<file path="src/rtl/seven_seg_capture.sv">
// Receive side of an 8-digit multiplexed 7-segment display: samples the scanned
// anode/segment lines, decodes each settled digit and publishes the 32-bit word per frame.
module seven_seg_capture #(
    parameter int SETTLE_CYCLES = 16,
    parameter int SYNC_STAGES   = 2
) (
    input  logic        clock,
    input  logic        reset,
    input  logic [6:0]  segments_in,
    input  logic [7:0]  anodos_in,
    output logic [31:0] value_out,
    output logic        value_valid,
    output logic [7:0]  blank_mask,
    output logic [7:0]  err_mask
);

    localparam int CW = $clog2(SETTLE_CYCLES + 1);
    typedef logic [CW-1:0] cnt_t;
    localparam cnt_t SETTLE_LAST = cnt_t'(SETTLE_CYCLES - 1);
    localparam cnt_t SETTLE_MAX  = cnt_t'(SETTLE_CYCLES);

    typedef enum logic [1:0] {
        ST_WAIT   = 2'd0,
        ST_SETTLE = 2'd1,
        ST_HELD   = 2'd2
    } state_t;

    logic [6:0]  seg_sync_q [SYNC_STAGES];
    logic [6:0]  seg_sync_d [SYNC_STAGES];
    logic [7:0]  an_sync_q  [SYNC_STAGES];
    logic [7:0]  an_sync_d  [SYNC_STAGES];

    logic [6:0]  seg_s;
    logic [7:0]  an_s;

    state_t      state_q, state_d;
    cnt_t        cnt_q, cnt_d;
    logic [14:0] prev_q, prev_d;
    logic [31:0] slot_val_q, slot_val_d;
    logic [7:0]  slot_blank_q, slot_blank_d;
    logic [7:0]  slot_err_q, slot_err_d;
    logic [7:0]  seen_q, seen_d;
    logic        pend_q, pend_d;
    logic [31:0] value_out_q, value_out_d;
    logic        value_valid_q, value_valid_d;
    logic [7:0]  blank_mask_q, blank_mask_d;
    logic [7:0]  err_mask_q, err_mask_d;

    logic        an_valid;
    logic [2:0]  an_idx;
    logic [3:0]  n_zero;
    logic [3:0]  nibble;
    logic        is_blank;
    logic        is_err;
    logic        changed;
    logic        capture;
    logic [7:0]  idx_bit;

    always_comb begin
        seg_sync_d[0] = segments_in;
        an_sync_d[0]  = anodos_in;
        for (int i = 1; i < SYNC_STAGES; i++) begin
            seg_sync_d[i] = seg_sync_q[i-1];
            an_sync_d[i]  = an_sync_q[i-1];
        end
    end

    assign seg_s = seg_sync_q[SYNC_STAGES-1];
    assign an_s  = an_sync_q[SYNC_STAGES-1];

    // Exactly one low anode selects a digit; anything else means no digit is lit.
    always_comb begin
        n_zero = 4'd0;
        an_idx = 3'd0;
        for (int i = 0; i < 8; i++) begin
            if (!an_s[i]) begin
                n_zero = n_zero + 4'd1;
                an_idx = 3'(i);
            end
        end
        an_valid = (n_zero == 4'd1);
    end

    always_comb begin
        nibble   = 4'hF;
        is_blank = 1'b0;
        is_err   = 1'b0;
        case (seg_s)
            7'b0000001: nibble = 4'd0;
            7'b1001111: nibble = 4'd1;
            7'b0010010: nibble = 4'd2;
            7'b0000110: nibble = 4'd3;
            7'b1001100: nibble = 4'd4;
            7'b0100100: nibble = 4'd5;
            7'b0100000: nibble = 4'd6;
            7'b0001111: nibble = 4'd7;
            7'b0000000: nibble = 4'd8;
            7'b0000100: nibble = 4'd9;
            7'b1111111: is_blank = 1'b1;
            default:    is_err = 1'b1;
        endcase
    end

    assign changed = ({an_s, seg_s} != prev_q);
    assign idx_bit = 8'b1 << an_idx;

    always_comb begin
        state_d       = state_q;
        prev_d        = {an_s, seg_s};
        cnt_d         = cnt_q;
        capture       = 1'b0;
        slot_val_d    = slot_val_q;
        slot_blank_d  = slot_blank_q;
        slot_err_d    = slot_err_q;
        seen_d        = seen_q;
        pend_d        = 1'b0;
        value_out_d   = value_out_q;
        value_valid_d = 1'b0;
        blank_mask_d  = blank_mask_q;
        err_mask_d    = err_mask_q;

        if (changed) begin
            cnt_d = '0;
        end else if (cnt_q != SETTLE_MAX) begin
            cnt_d = cnt_q + cnt_t'(1);
        end

        // Capture on the cycle the counter would reach SETTLE_CYCLES, so a dwell of
        // SETTLE_CYCLES+1 pin cycles is the shortest one that gets sampled.
        case (state_q)
            ST_WAIT: begin
                if (an_valid) state_d = ST_SETTLE;
            end
            ST_SETTLE: begin
                if (!an_valid) begin
                    state_d = ST_WAIT;
                end else if (!changed && cnt_q >= SETTLE_LAST) begin
                    capture = 1'b1;
                    state_d = ST_HELD;
                end
            end
            ST_HELD: begin
                if (changed) state_d = an_valid ? ST_SETTLE : ST_WAIT;
            end
            default: state_d = ST_WAIT;
        endcase

        if (pend_q) begin
            value_out_d   = slot_val_q;
            blank_mask_d  = slot_blank_q;
            err_mask_d    = slot_err_q;
            value_valid_d = 1'b1;
            seen_d        = 8'h00;
        end

        if (capture) begin
            slot_val_d[{an_idx, 2'b00} +: 4] = nibble;
            slot_blank_d[an_idx]             = is_blank;
            slot_err_d[an_idx]               = is_err;
            seen_d                           = seen_d | idx_bit;
            pend_d                           = ((seen_q | idx_bit) == 8'hFF);
        end
    end

    always_ff @(posedge clock) begin
        if (reset) begin
            for (int i = 0; i < SYNC_STAGES; i++) begin
                seg_sync_q[i] <= '1;
                an_sync_q[i]  <= '1;
            end
            state_q       <= ST_WAIT;
            cnt_q         <= '0;
            prev_q        <= '1;
            slot_val_q    <= '0;
            slot_blank_q  <= '0;
            slot_err_q    <= '0;
            seen_q        <= '0;
            pend_q        <= 1'b0;
            value_out_q   <= '0;
            value_valid_q <= 1'b0;
            blank_mask_q  <= '0;
            err_mask_q    <= '0;
        end else begin
            for (int i = 0; i < SYNC_STAGES; i++) begin
                seg_sync_q[i] <= seg_sync_d[i];
                an_sync_q[i]  <= an_sync_d[i];
            end
            state_q       <= state_d;
            cnt_q         <= cnt_d;
            prev_q        <= prev_d;
            slot_val_q    <= slot_val_d;
            slot_blank_q  <= slot_blank_d;
            slot_err_q    <= slot_err_d;
            seen_q        <= seen_d;
            pend_q        <= pend_d;
            value_out_q   <= value_out_d;
            value_valid_q <= value_valid_d;
            blank_mask_q  <= blank_mask_d;
            err_mask_q    <= err_mask_d;
        end
    end

    assign value_out   = value_out_q;
    assign value_valid = value_valid_q;
    assign blank_mask  = blank_mask_q;
    assign err_mask    = err_mask_q;

endmodule

</file>
<file path="config.mk">
export PLATFORM = sky130hd
export DESIGN_NAME = seven_seg_capture
export DESIGN_NICKNAME = d
export VERILOG_FILES = /design/src/rtl/seven_seg_capture.sv
export SDC_FILE = /design/constraint.sdc
export NUM_CORES = 1
export LEC_CHECK = 0
export ABC_AREA = 1
export CAP_MARGIN = 15
export CORE_MARGIN = 2
export CORE_UTILIZATION = 40
export DETAILED_ROUTE_END_ITERATION = 8
export PLACE_DENSITY_LB_ADDON = 0.15
export RECOVER_POWER = 100
export REMOVE_ABC_BUFFERS = 1
export SETUP_SLACK_MARGIN = 0.05
export SLEW_MARGIN = 40
export SYNTH_ARGS = -nofsm -noshare
export SYNTH_HDL_FRONTEND = slang
export SYNTH_SLANG_ARGS = --single-unit
</file>
<file path="constraint.sdc">
create_clock -name clock -period 4.15 [get_ports clock]
set_clock_uncertainty 0.1 [all_clocks]
set_input_delay 0.415 -clock clock [delete_from_list [all_inputs] [get_ports clock]]
set_output_delay 0.415 -clock clock [all_outputs]
set_load 0.05 [all_outputs]
</file>
Word level (Yosys, flattened, before mapping) --
Memories as Yosys holds them, arrays and structs flattened. Index checks and enable logic that the tools add are counted.
Word-level totals: flip-flop bits (word level) 128, bits in latches 0, memory bits (writable) 30, memory bits (read-only) 0, output and inout bits 49, logic and storage cells 106, memories kept 2
Cells by class: $add $sub $neg 9, multipliers 0, div/mod/pow operators 0, $lt $le $gt $ge 3, equal/unequal tests 19, shift operators 3, multiplexer cells 42, bitwise logic cells 7, reduce and logical (&&, ||, !) cells 9
Memories:
- an_sync_q | depth 2, width 8, read ports 2, clocked after Yosys merged registers in 0, wr ports 2, line 30 | logic [7:0] an_sync_q [SYNC_STAGES];
- seg_sync_q | depth 2, width 7, read ports 2, clocked after Yosys merged registers in 0, wr ports 2, line 28 | logic [6:0] seg_sync_q [SYNC_STAGES];
Operators by type and width (number):
- one-hot mux 4 bit (10 select lines) | 1
- bitwise mux 32 bit | 1
- 2-to-1 mux 8 bit | 4
- variable shift 4 x 7 -> 32 bit (first input constant) | 1
- indexed part select 4 x 7 -> 32 bit | 1
- adder 4 x 1 -> 4 bit (second input constant) | 7
- 2-to-1 mux 4 bit | 7
- == test 7 bit (second input constant) | 3
- 2-to-1 mux 3 bit | 6
- bitwise mux 8 bit | 2
- OR 8 bit | 2
- inequality test 15 bit | 1
- == test 7 x 3 -> 1 bit (second input constant) | 2
- == test 7 x 6 -> 1 bit (second input constant) | 2
- 2-to-1 mux 7 bit | 2
- 2-to-1 mux 1 bit | 13
- OR reduction 11 bit | 1
- == test 8 bit (second input constant) | 1
- 2-to-1 mux 2 bit | 4
- left shift 1 x 3 -> 8 bit (first input constant) | 1
- == test 7 x 1 -> 1 bit (second input constant) | 1
- == test 7 x 4 -> 1 bit (second input constant) | 1
- == test 7 x 5 -> 1 bit (second input constant) | 1
- logical NOT 7 bit | 1
- other kinds (20) | 26

Longest topological paths before layout --
Gate-level depths: netlist of the first run. An unclocked memory read counts as a cell.
word-level depth 21, gate-level depth with buffers 31, gate-level depth less buffers 31

Worst setup path after synthesis of the first run --
Ideal clock, no wire load.
path type reg2reg, from mem an_sync_q[1][0], in the netlist an_sync_q[0][8], to reg slot_blank_q[1], setup time 0.132 ns, data arrival time 4.181 ns, data required time 3.918 ns, path slack -0.263 ns, cell stages (with the launch flop) 27, clock period less this slack 4.413 ns, cell sequence dfxtp_1 -> inv_1 -> ha_1 -> nand2_1 -> nand2_2 -> ha_1 -> nand2_1 -> nand2_1 -> ha_1 -> or2_2 -> nand2_1 -> inv_1 -> ha_1 -> nand2_1 -> nand2_1 -> ha_1 -> or2_2 -> nand2_1 -> inv_1 -> ha_1 -> a21oi_1 -> nand2_1 -> nand2_2 -> nand4_4 -> clkbuf_1 -> o21ai_0 -> a21oi_1
RTL lines:
- from (decl) | line 30
- to (signal assigned) | line 192 | slot_blank_q <= slot_blank_d;
- to (decl) | line 40 | logic [7:0] slot_blank_q, slot_blank_d;

==> impl_metrics.ini, run 1 <==
[routing]
drc = 0
drt_wl_total_um = 16400
drtPass1Iterations = 5
drtIter0Drc = 381
routedWlPerCell_um = 12.8
ant_nets = 0
via_per_inst = 4.85
vias = 6172

[cts]
clkTransAtPathRegs_ns = 0.07
clockRootBuffer = clkbuf_16
numCtsBuffers = 17
h-tree-depth = 4
clkLatencyLatePin_ns = 0.43
cts_tree = yes
postCtsHoldBufs = 0
cts_num_sinks = 158
clockBufferDepth = 2

[grt]
grt_use_total = 0.185
globalRouteOverflowTotal = 0
busiest_layer = met2
use_met1 = 0.258
grt_pass1_vias = 5745
grt_pass1_wl_um = 27400
grt_use_met2 = 0.281
grt_max_degree = 74
antenna_found_initial = 0
use_met3 = 0.0380

[sta]
final_max_slew_viol_count = 58
finalCritPeriodShare = 1.02
hold_violations = 0
setup_violations = 28
max_freq_mhz = 237
maxSlewHeadroom = -0.447
tightest_slew_ns = 2.17
layout_min_cycle_time_ns = 4.22
rsz0062_at_grt = true
fin_ws_ns = -0.0717

[setup_path]
cp_slowest_cell = dfxtp_2
start_kind = flip-flop
end_kind = flip-flop
arrival_ns = 4.49
critPathRequiredTime_ns = 4.41
cp_top_family = simple AND/OR/NAND/NOR gates
worst-path-buf-inv = 6
setup.worst_path.class = reg2reg
max_stage_delay_ns = 0.33
path_max_fanout = 7
cpMostUsedCell = nand2_4
r2r_slack_ns = -0.07

[status]
outcome = complete, but fails checks
violations = capacitance limit, slew limit, setup timing

[placed_design]
gp_congestion = 0.794
dp_cells = 1217
hpwl_um = 10200
io_buffer_count = 65

[pwr]
ir_worst_vdd_v = 0.000294
p_total_mw = 3.59
powerDensity_mw_per_mm2 = 384
p_leak_nw = 4.02

[final_layout]
nets = 1068
areaGrowthSynthToFinish_pct = 34.4
drive_gt1_frac = 0.241
stdcell_count = 1273
final_cell_mix = nor2_1 (165), dfxtp_1 (156), nand2_1 (118), inv_1 (72), clkdlybuf4s50_1 (64)
n_fill_cell = 1647
final_common_cell = nor2_1
diodes = 0

[run]
maxCapViolCount = 1

[logic_synthesis]
synth_area_per_cell_um2 = 7.47
synth_area_mm2 = 0.00696
synth_edf_count = 0
yosysTopAreaCell = dfxtp_1
async_flop_share = 0
ys_types = 37
synth_top_area_frac = 0.454
ys_seq_area_frac = 0.454
ys_ff_latch = 158
ys_warn_count = 0
yosys-top-cells-area = dfxtp_1 (45%), nor2_1 (9.1%), nand2_1 (7.7%), o21ai_0 (5.2%), inv_1 (4.2%)
ys.flop_type = dfxtp_1
synthCells = 932

[floorplan]
fp.dieW_um = 136
die_area_mm2 = 0.0185
floorplan.rows = 48
die_h_um = 136
start_util = 0.405
io_pins = 66
core_area_mm2 = 0.0172

[hold_path]
hold_path_class = reg2reg
Yosys cell counts, types with 4 or more instances:
| cell type | number |
|---|---|
| nor4_1 | 5 |
| nand4_1 | 13 |
| nand2_2 | 13 |
| inv_2 | 5 |
| or2_2 | 35 |
| nand3_2 | 7 |
| nand2_1 | 142 |
| ha_1 | 16 |
| xor2_1 | 4 |
| o21ai_1 | 8 |
| dfxtp_1 | 158 |
| inv_1 | 78 |
| o21bai_1 | 6 |
| nor2_1 | 169 |
| o21ai_0 | 72 |
| a21oi_1 | 52 |
| nand3_1 | 57 |
| nor3_1 | 18 |
| xnor2_1 | 12 |
| clkbuf_1 | 34 |
layer usage:
layer / up-vias / part of all wire / wire, µm
met4: 0 / 0.018 / 296
li1: 3213 / - / -
met2: 133 / 0.43 / 7020
met1: 2802 / 0.51 / 8350
met5: - / 0 / 0
met3: 24 / 0.042 / 683
final timing paths:
check,start,to,depth (start not counted)
setup / recovery,an_sync_q[0][8]$_SDFF_PP1_,seen_q[3]$_SDFF_PP0_,29
hold reg to reg,an_sync_q[0][5]$_SDFF_PP1_,an_sync_q[0][13]$_SDFF_PP1_,1
hold / removal,an_sync_q[0][5]$_SDFF_PP1_,an_sync_q[0][13]$_SDFF_PP1_,1
setup reg to reg,an_sync_q[0][8]$_SDFF_PP1_,seen_q[3]$_SDFF_PP0_,29
stage by stage:
stage | util | hold WS (ns) | setup TNS, ns | cell area, µm² | worst slack [ns]
finish | 0.545 | 0.307 | -0.779 | 9360 | -0.0717
global route | 0.545 | 0.321 | -9.75 | 9360 | -0.244
CTS | 0.532 | 0.309 | -1.32 | 9140 | -0.0720
detailed placement | 0.466 | 0.294 | -26.05 | 8000 | -0.554
global placement | 0.466 | 0.291 | -19.79 | 8000 | -0.442
floorplan | - | 0.289 | -22.14 | 6770 | -0.660
sequential cells by signal (all words and copies together), names as in the netlist, 2 cells and up:
| name | flops |
|---|---|
| an_sync_q | 16 |
| blank_mask | 8 |
| cnt_q | 5 |
| err_mask | 8 |
| prev_q | 15 |
| seen_q | 8 |
| seg_sync_q | 14 |
| slot_blank_q | 8 |
| slot_err_q | 8 |
| slot_val_q | 32 |
| state_q | 2 |
| value_out | 32 |
where the power goes:
part           internal, mW  total, mW  switching (mW)
registers              1.54       1.55          0.0134
clock network         0.922       1.64           0.717
logic                 0.150      0.405           0.256
cell families (layout without fill, tap and decap cells):
group / after synthesis / after routing / synth area share
fa+ha+maj: 16 / 16 / 0.0288
buf+inv: 128 / 244 / 0.0735
compound gates: 142 / 142 / 0.107
flops: 158 / 158 / 0.454
simple gates: 472 / 472 / 0.316
xor+xnor: 16 / 16 / 0.0201
timing repair:
action                     CTS  global route
gates cloned                 3             0
setup endpoints to repair   59            59
pin swaps                   36            29
gates resized for setup     89            61
buffers inserted            20             4
final cells by class:
type | count | area (µm²) | share of cell area
Multi-Input combinational cell | 646 | 3740 | 0.399
Sequential cell | 158 | 3170 | 0.338
Timing Repair Buffer | 126 | 1220 | 0.131
Clock buffer | 17 | 425 | 0.0455
Inverter | 86 | 328 | 0.0350
Tap cell | 225 | 282 | 0.0301
Clock inverter | 15 | 198 | 0.0211
Note: power is estimated with default switching activity, not from simulation.
==> inputs of run 2 (changes only) <==
==> constraint.sdc (replaced) <==
create_clock -name clock -period 4.2 [get_ports clock]
set_clock_uncertainty 0.1 [all_clocks]
set_input_delay 0.42 -clock clock [delete_from_list [all_inputs] [get_ports clock]]
set_output_delay 0.42 -clock clock [all_outputs]
set_load 0.05 [all_outputs]
==> impl_metrics.ini, run 2 (synthesis results as in run 1) <==
[status]
outcome = finished clean

[sta]
layout_min_cycle_time_ns = 4.15
setup_tns_ns = 0
maxSlewHeadroom = 0.420
tightest_slew_ns = 0.867
max_freq_mhz = 241
finalCritPeriodShare = 0.989
final_max_slew_viol_count = 0
fin_ws_ns = 0.0466
rsz0062_at_grt = true
hold_violations = 0
setup_violations = 0

[cts]
clkLatencyLatePin_ns = 0.43
postCtsHoldBufs = 0
clkTransAtPathRegs_ns = 0.06
cts_tree = yes
cts_num_sinks = 158
clockRootBuffer = clkbuf_16
clockBufferDepth = 2
numCtsBuffers = 17
h-tree-depth = 4

[routing]
drtIter0Drc = 380
drtPass1Iterations = 5
drc = 0
ant_nets = 0
routedWlPerCell_um = 12.8
vias = 6080
drt_wl_total_um = 16200
via_per_inst = 4.81

[pwr]
ir_worst_vdd_v = 0.000269
sw_frac_of_total = 0.267
clkPwrFrac = 0.442
p_comb_frac = 0.112
p_total_mw = 3.43
p_leak_nw = 3.90
p_int_mw = 2.51
powerDensity_mw_per_mm2 = 372
p_sw_uw = 917
power_frac_seq = 0.446

[placed_design]
hpwl_um = 10100
io_buffer_count = 65
gp_congestion = 0.794
dp_cells = 1216
dpl_worst_slack_ns = -0.466

[final_layout]
utilization = 0.536
nets = 1059
drive_gt1_frac = 0.232
stdcell_count = 1264
final_common_cell = nor2_1
areaGrowthSynthToFinish_pct = 32.4
diodes = 0
final_cell_mix = nor2_1 (164), dfxtp_1 (156), nand2_1 (127), inv_1 (72), clkdlybuf4s50_1 (64)

[floorplan]
start_util = 0.405
core_area_mm2 = 0.0172
io_pins = 66
fp.dieW_um = 136
die_h_um = 136
die_area_mm2 = 0.0185
floorplan.rows = 48

[grt]
grt_use_total = 0.185
antenna_found_initial = 0
grt_pass1_wl_um = 27500
grt_pass1_vias = 5781
grt_max_degree = 74
globalRouteOverflowTotal = 0

[hold_path]
hold_path_class = reg2reg

[setup_path]
path_max_fanout = 7
arrival_ns = 4.33
cp_slowest_cell = dfxtp_2
start_kind = flip-flop
setup.worst_path.class = reg2reg
max_stage_delay_ns = 0.33
critPathRequiredTime_ns = 4.38
end_kind = flip-flop

[run]
maxCapViolCount = 0
==> run 2: what timing repair did <==
action,CTS,global route
pin swaps,30,23
buffers inserted,7,5
cloned,4,0
gates resized for setup,84,49
endpoints found under the setup margin,59,59
==> run 2: cell type report <==
cell class / count / area [µm²]
repair buffers: 116 / 1160
inverters: 86 / 325
well taps: 225 / 282
multi-input cells: 647 / 3700
clock inverters: 13 / 130
flip-flops and latches: 158 / 3170
fillers: 1660 / 7960
clock buffers: 19 / 453
==> run 2: path summary, 6_finish.rpt <==
| path | startpoint | to | slack [ns] | depth (start not counted) |
|---|---|---|---|---|
| setup reg to reg | an_sync_q[0][8]$_SDFF_PP1_ | slot_val_q[21]$_SDFFE_PP0P_ | 0.05 | 28 |
| hold reg to reg | seg_sync_q[0][6]$_SDFF_PP1_ | seg_sync_q[0][13]$_SDFF_PP1_ | 0.31 | 1 |
| hold / removal | seg_sync_q[0][6]$_SDFF_PP1_ | seg_sync_q[0][13]$_SDFF_PP1_ | 0.31 | 1 |
| setup / recovery | an_sync_q[0][8]$_SDFF_PP1_ | slot_val_q[21]$_SDFFE_PP0P_ | 0.05 | 28 |
==> run 2: per-layer routing <==
layer  up-vias  part of all wire  wire, µm  GRT usage
met4         0            0.0092       150     0.0590
li1       3187                 -         -          -
met1      2783              0.51      8250      0.259
met3        10             0.035       562     0.0406
met2       100              0.45      7260      0.285
met5         -                 0         0          0
==> run 2: worst max-delay path, delay by kind of cell, from the launching register on <==
kind	cells	cell delay, ns
AND/OR/NAND/NOR	13	1.30
adder cells (fa/ha/maj)	6	1.39
AO/OA/AOI/OAI	3	0.32
flip-flops	1	0.33
buffers and inverters	6	0.53
==> run 2: stage by stage <==
| step | area (µm²) | hold WS [ns] |
|---|---|---|
| CTS | 8970 | 0.308 |
| global placement | 8000 | 0.291 |
| detailed placement | 8000 | 0.293 |
| floorplan | 6770 | 0.289 |
| finish | 9210 | 0.307 |
| global route | 9210 | 0.320 |
==> run 2: power by group through the flow <==
| stage | Sequential, mW | Clock, mW | Combinational, mW |
|---|---|---|---|
| floorplan | 1.56 | 0 | 0.214 |
| global route | 1.53 | 1.62 | 0.428 |
| global placement | 1.56 | 0 | 0.319 |
| finish | 1.53 | 1.52 | 0.383 |
| CTS | 1.53 | 1.56 | 0.359 |
| detailed placement | 1.56 | 0 | 0.317 |
